**src/rtl/noc_output_arbiter.sv**
```systemverilog
// noc_output_arbiter: output-port scheduler for one NoC router output.
// It performs round-robin arbitration among NUM_PORTS inputs, and once a
// packet's head flit wins, it keeps the output for that packet (wormhole lock).
// A credit counter tracks free slots downstream. A flit is sent only while a
// credit is available, so the downstream FIFO cannot overflow.
module noc_output_arbiter #(
  parameter int NUM_PORTS = 5,
  parameter int FLIT_W    = 16,
  parameter int CREDITS   = 5
) (
  input  logic                        clk,
  input  logic                        rst,
  input  logic [NUM_PORTS-1:0]        req_i,
  input  logic [NUM_PORTS*FLIT_W-1:0] flit_i,
  output logic [NUM_PORTS-1:0]        shift_o,
  output logic [FLIT_W-1:0]           data_o,
  output logic                        valid_o,
  input  logic                        credit_i,
  output logic [2:0]                  credits_o,
  output logic [NUM_PORTS-1:0]        grant_o,
  output logic                        err_o
);
  localparam int PW = (NUM_PORTS > 1) ? $clog2(NUM_PORTS) : 1;
  localparam logic [2:0] CRED_MAX = 3'(CREDITS);

  typedef enum logic {IDLE, LOCKED} state_t;

  state_t        state;
  logic [PW-1:0] owner;
  logic [PW-1:0] rr_ptr;
  logic [2:0]    credits;

  logic [NUM_PORTS-1:0][FLIT_W-1:0] flits;
  logic [NUM_PORTS-1:0]             head, tail, cand;
  logic [PW-1:0]                    win, sel;
  logic                             win_vld, send, err_next;
  logic [2:0]                       cred_next;

  assign flits = flit_i;

  // Per-port decode of the head and tail flag bits.
  for (genvar g = 0; g < NUM_PORTS; g++) begin : g_port
    assign head[g] = flits[g][FLIT_W-1];
    assign tail[g] = flits[g][FLIT_W-2];
  end

  // Round-robin pick among head-flit requesters. The search starts just after
  // rr_ptr. The loop runs downward so that the nearest candidate is assigned last.
  always_comb begin
    cand    = req_i & head;
    win_vld = 1'b0;
    win     = '0;
    for (int i = NUM_PORTS; i >= 1; i--) begin
      if (cand[(int'(rr_ptr) + i) % NUM_PORTS]) begin
        win_vld = 1'b1;
        win     = PW'((int'(rr_ptr) + i) % NUM_PORTS);
      end
    end
  end

  // Send decision, pop strobe, protocol-error detection and the next credit count.
  always_comb begin
    sel      = (state == IDLE) ? win : owner;
    send     = 1'b0;
    err_next = 1'b0;
    if (state == IDLE) begin
      send     = win_vld && (credits != 3'd0);
      err_next = |(req_i & ~head);
    end else begin
      send     = req_i[owner] && !head[owner] && (credits != 3'd0);
      err_next = req_i[owner] && head[owner];
    end
    if (rst) send = 1'b0;
    shift_o = send ? (NUM_PORTS'(1) << sel) : '0;
    if (credit_i && !send && credits == CRED_MAX) begin
      cred_next = credits;
      err_next  = 1'b1;
    end else begin
      cred_next = credits - 3'(send) + 3'(credit_i);
    end
  end

  assign credits_o = credits;

  // Lock/unlock FSM, registered flit output and credit bookkeeping.
  always_ff @(posedge clk) begin
    if (rst) begin
      state   <= IDLE;
      owner   <= '0;
      rr_ptr  <= PW'(NUM_PORTS - 1);
      credits <= CRED_MAX;
      data_o  <= '0;
      valid_o <= 1'b0;
      grant_o <= '0;
      err_o   <= 1'b0;
    end else begin
      valid_o <= send;
      if (send) data_o <= flits[sel];
      credits <= cred_next;
      err_o   <= err_next;
      case (state)
        IDLE: if (send) begin
          if (tail[sel]) begin
            rr_ptr <= sel;
          end else begin
            state   <= LOCKED;
            owner   <= sel;
            grant_o <= NUM_PORTS'(1) << sel;
          end
        end
        LOCKED: if (send && tail[owner]) begin
          state   <= IDLE;
          rr_ptr  <= owner;
          grant_o <= '0;
        end
        default: state <= IDLE;
      endcase
    end
  end
endmodule
```
**config.mk**
```make
export PLATFORM = sky130hd
export DESIGN_NAME = noc_output_arbiter
export DESIGN_NICKNAME = d
export VERILOG_FILES = /design/src/rtl/noc_output_arbiter.sv
export SDC_FILE = /design/constraint.sdc
export NUM_CORES = 1
export LEC_CHECK = 0
export ABC_AREA = 1
export BUFFER_PORTS_ARGS = -buffer_cell sky130_fd_sc_hd__buf_2
export CORE_UTILIZATION = 27
export DETAILED_ROUTE_END_ITERATION = 6
export MAX_ROUTING_LAYER = met4
export SLEW_MARGIN = 25
export SYNTH_ARGS = -nofsm -noshare
export SYNTH_HDL_FRONTEND = slang
export SYNTH_SLANG_ARGS = --single-unit
```
**constraint.sdc**
```tcl
create_clock -name clk -period 14.3 [get_ports clk]
set_input_delay 4.29 -clock clk [delete_from_list [all_inputs] [get_ports clk]]
set_output_delay 4.29 -clock clk [all_outputs]
set_load 0.1 [all_outputs]
```
# After elaboration in Yosys (flattened, before gate mapping)
# Cells that the tools add are included.
[op_classes]
add_sub_neg = 7
n_mul = 0
div_mod_pow = 5
order_cmp = 7
eq_ne = 5
n_shift = 1
n_mux = 53
bitwise_logic = 5
reduce_logical = 14
[op_table]
columns = ["op", "n"]
rows = [
  ["32-bit by 5-bit < comparator with 1-bit output, second input constant", 5],
  ["32-bit by 4-bit remainder unit with 32-bit output, second input constant", 5],
  ["16-bit binary-select mux with 3-bit select", 1],
  ["1-bit binary-select mux with 3-bit select", 9],
  ["3-bit two-way mux", 9],
  ["1-bit two-way mux", 26],
  ["5-bit two-way mux", 4],
  ["16-bit two-way mux", 1],
  ["5-bit AND", 2],
  ["5-bit one-hot mux with 2 select lines", 1],
  ["3-bit AND reduction", 3],
  ["3-bit by 2-bit adder with 4-bit output, second input constant", 2],
  ["3-bit by 3-bit adder with 4-bit output, second input constant", 2],
  ["3-bit by 4-bit < comparator with 1-bit output, second input constant", 2],
  ["1-bit logical AND", 7],
  ["3-bit one-hot mux with 2 select lines", 1],
  ["5-bit inverter", 1],
  ["5-bit OR reduction", 1],
  ["1-bit by 3-bit << shifter with 5-bit output, first input constant", 1],
  ["3-bit by 1-bit adder with 4-bit output, second input constant", 1],
  ["2-bit by 1-bit inequality test with 1-bit output, second input constant", 2],
  ["2-bit inequality test, second input constant", 2],
  ["3-bit by 1-bit adder with 3-bit output", 1],
  ["3-bit equality test, second input constant", 1],
  ["5 further kinds", 7],
]
[word_totals]
reg_bits = 33
latch_bits = 0
mem_bits_rw = 0
mem_bits_ro = 0
inputBits = 88
out_inout_bits = 31
word_cells = 105
n_memories = 0

# Logic depth before layout (Yosys ltp)
[logic_depth]
word_depth = 17
ltp_mapped = 39
ltp_nobuf = 38

# Least setup slack after synthesis
# No wires, ideal clock.
[synth_path]
kind = "in2out"
start = "input port flit_i[47]"
end = "output port shift_o[0]"
arrival_time_ns = 6.805
required_ns = 10.010
setup_slack_ns = 3.205
path_stages = 12
path_buffers = 1
path_cell_list = "inv_1 a21oi_1 o21ai_0 o21ai_0 o21ai_0 inv_1 nor4_1 nand2_1 buf_2 nor2_1 inv_1 nor2_1"
[synth_between]
elab_chain_len = 13
word_cells_on_any_way = 37
cone_classes = "shift: 1; mux: 31; bitwise: 1; reduce/logical: 4"
[synth_lines]
columns = ["item", "line", "source"]
rows = [
  ["start: declaration", "14", "input logic [NUM_PORTS*FLIT_W-1:0] flit_i,"],
  ["5-bit AND", "50", "cand = req_i & head;"],
  ["1-bit binary-select mux with 3-bit select", "54", "if (cand[(int'(rr_ptr) + i) % NUM_PORTS]) begin"],
  ["1-bit two-way mux (not written as such) (2 in series)", "54", ""],
  ["1-bit two-way mux (5 in series)", "54", ""],
  ["1-bit logical AND", "67", "send = win_vld && (credits != 3'd0);"],
  ["1-bit two-way mux", "66", "if (state == IDLE) begin"],
  ["1-bit two-way mux", "73", "if (rst) send = 1'b0;"],
  ["5-bit two-way mux (*)", "74", "shift_o = send ? (NUM_PORTS'(1) << sel) : '0;"],
  ["end: declaration", "15", "output logic [NUM_PORTS-1:0] shift_o,"],
]
# Mark *: on every way between the ends. The rest lies on a longest branch, timed or not. The select of a mux whose other input is x is not followed.

# Final worst setup path
[layout_path]
start = "input port flit_i[63]"
end = "output port shift_o[1]"
# The elaborated chain is that of the path after synthesis.

==> flow_metrics.tcl <==
set metrics [dict create \
    status "finished, final reports clean" \
    max-cap-violations 0 \
    drt_iter0_markers 187 \
    maxSlewViolCount 0 \
    worst-path-buf-inv 4 \
    finalCriticalPeriod_ns 10.92 \
    cts_resized 0 \
    fillers 1520 \
    finish.net_count 846 \
    synth_edf_count 0 \
    wl_um 11500 \
    clkLatencyLatePin_ns 0.28 \
    synth_top_cell_by_area "nand2_1" \
    drc 0 \
    cp-end-kind "output port" \
    ys_warn_count 0 \
    die_area_um2 14200 \
    path_max_fanout 15 \
    worst_slew_pin_slew_ns 0.828 \
    cp_slowest_cell "buf_2" \
    cts_root_buffer "clkbuf_16" \
    cts_tree "done" \
    startpoint_type "input pin" \
    cpMostUsedCell "nand2_1" \
    track_usage 0.169 \
    synth_nets 739 \
    path_clk_slew_ns 0.06 \
    final-hold-violation-count 0 \
    die_width_um 119 \
    vias 4363 \
    cts_hold_buf 0 \
    fin_setup_tns_ns 0 \
    grt_max_degree 24 \
    area_delta_synth_final_pct 24.0 \
    overflow 0 \
    htreeDepth 2 \
    grt_pass1_vias 4023 \
    rsz0062_at_grt "false" \
    ys_seq_area_frac 0.178 \
    firstDrtPassIters 4 \
    synth_top_area_frac 0.205 \
    io_pins 119 \
    hold_path_class "reg2reg" \
    cp.required_ns 10.01 \
    cts_setup_buffers 0 \
    routabilityCongestion 0.896 \
    clock.fmax_mhz 91.6 \
    synthCells 622 \
    ant_nets 0 \
    clock_sinks 33 \
    netlist_area_um2 3710 \
    arrival_ns 6.63 \
    avgRoutedWirePerCell_um 12.7 \
    synth_ff_type "dfxtp_1" \
    multi_input_area_um2 2670 \
    syn_area_per_cell_um2 5.97 \
    drive_gt1_frac 0.234 \
    synth_cell_types 45 \
    clk_path_buf_depth 2 \
    portBuffers 118 \
    critPathTopFamily "simple AND/OR/NAND/NOR gates" \
    mostFrequentLayoutCell "nand2_1" \
    coreArea_um2 13300 \
    die_height_um 119 \
    synthArstFlopShare 0 \
    cpPeakStageDelay_ns 0.43 \
    setup-violations-final 0 \
    cts_made_buffers 5 \
    grt_pass1_wl_um 19100 \
    antenna_found_initial 0 \
    dp_hpwl_um 9230 \
    row_count 42 \
    vias_per_cell 4.82 \
    diodes 0 \
    fin_skew_ns 0.00471 \
    regArea_um2 661 \
    layout_common_cells "nand2_1 (203), buf_2 (118), inv_1 (65)" \
    crit_type "in2out" \
    relSlewSlack 0.447 \
    yosys_register_bits 33 \
    initial_core_util 0.278 \
    crit_chain "buf_2, nand2_1, nand3_1, nand3_1, nand2_1, nand2_1, nand2_2, nor2_1, nand3_1, nand2_1, nand2_1, nand2_1, nand2_2, nand2_4, clkinv_4, nor2_4, inv_1, nor2_1, buf_2" \
    fin_crit_sh 0.763 \
    synthTopCellsByArea "nand2_1 (21%), dfxtp_1 (18%), ha_1 (9.4%), nand3_1 (8.2%), a21oi_1 (6.6%)" \
]
[state kept, by name, summed over array words and instances, names as in the netlist]
register   count
valid_o        1
owner          3
err_o          1
credits_o      3
data_o        16
grant_o        5
rr_ptr         3
state          1
[cell usage after synthesis, types with 2 or more instances]
| master | n |
|---|---|
| buf_2 | 6 |
| or2_2 | 3 |
| nand3_1 | 61 |
| clkbuf_1 | 8 |
| ha_1 | 28 |
| nand4_1 | 28 |
| nand2_4 | 5 |
| nor2_1 | 32 |
| nor3_1 | 5 |
| o211ai_1 | 4 |
| dfxtp_1 | 33 |
| nand2_1 | 203 |
| nor2_2 | 2 |
| o21ai_0 | 30 |
| nand2_2 | 16 |
| buf_4 | 4 |
| a21oi_2 | 3 |
| inv_1 | 65 |
| a21oi_1 | 49 |
| o21ai_1 | 4 |
| xor2_1 | 5 |
| inv_2 | 4 |
| o22ai_1 | 2 |
[cells by family after synthesis]
family                     count (synthesis)  synth area share
DFF                                       33             0.178
buffers and inverters                     91             0.103
and+or+nand+nor                          362             0.448
adders and majority gates                 29            0.0997
xor gates and xnor gates                   7            0.0185
AOI/OAI and AO/OA                        100             0.153
[stage by stage]
step           setup WS [ns]   util  hold slack, ns  std cells  instance area (µm²)
2_1_floorplan           3.20      -           0.489        622                 3710
3_3_place_gp            3.42  0.332           0.458        898                 4430
3_5_place_dp            3.40  0.332           0.461        898                 4430
4_1_cts                 3.39  0.345           0.470        906                 4600
5_1_grt                 3.00  0.345           0.483        906                 4600
6_report                3.38  0.345           0.465        906                 4600
[path summary, 6_finish.rpt]
kind | start | end | slack [ns] | cells past startpoint
max | flit_i[63] | shift_o[1] | 3.38 | 19
min | data_o[15] | data_o[15] | 0.47 | 2
max reg2reg | rr_ptr[0] | credits_o[2] | 7.53 | 30
min reg2reg | data_o[15] | data_o[15] | 0.47 | 2
[worst reg2reg max path: cells and delay by family (launching register included)]
kind,cells,cell delay (ns)
buffers and inverters,8,1.77
flip-flops,1,0.85
XOR/XNOR,1,0.27
AND/OR/NAND/NOR,15,1.77
adder cells (fa/ha/maj),6,1.96
[layout make-up]
class / instances / share of cell area
Timing Repair Buffer: 119 / 0.130
Tap cell: 176 / 0.0478
Multi-Input combinational cell: 498 / 0.580
Inverter: 72 / 0.0609
Sequential cell: 33 / 0.144
Clock buffer: 7 / 0.0310
Clock inverter: 1 / 0.00652
[layer usage]
layer	part of all wire	GRT usage
met5	0	-
met4	0.017	0.0514
met3	0.048	0.0187
met2	0.45	0.270
met1	0.49	0.223
Power is left out: the tool's default activity adds up to more than one toggle a clock period on the data nets, which glitch-free logic cannot reach.
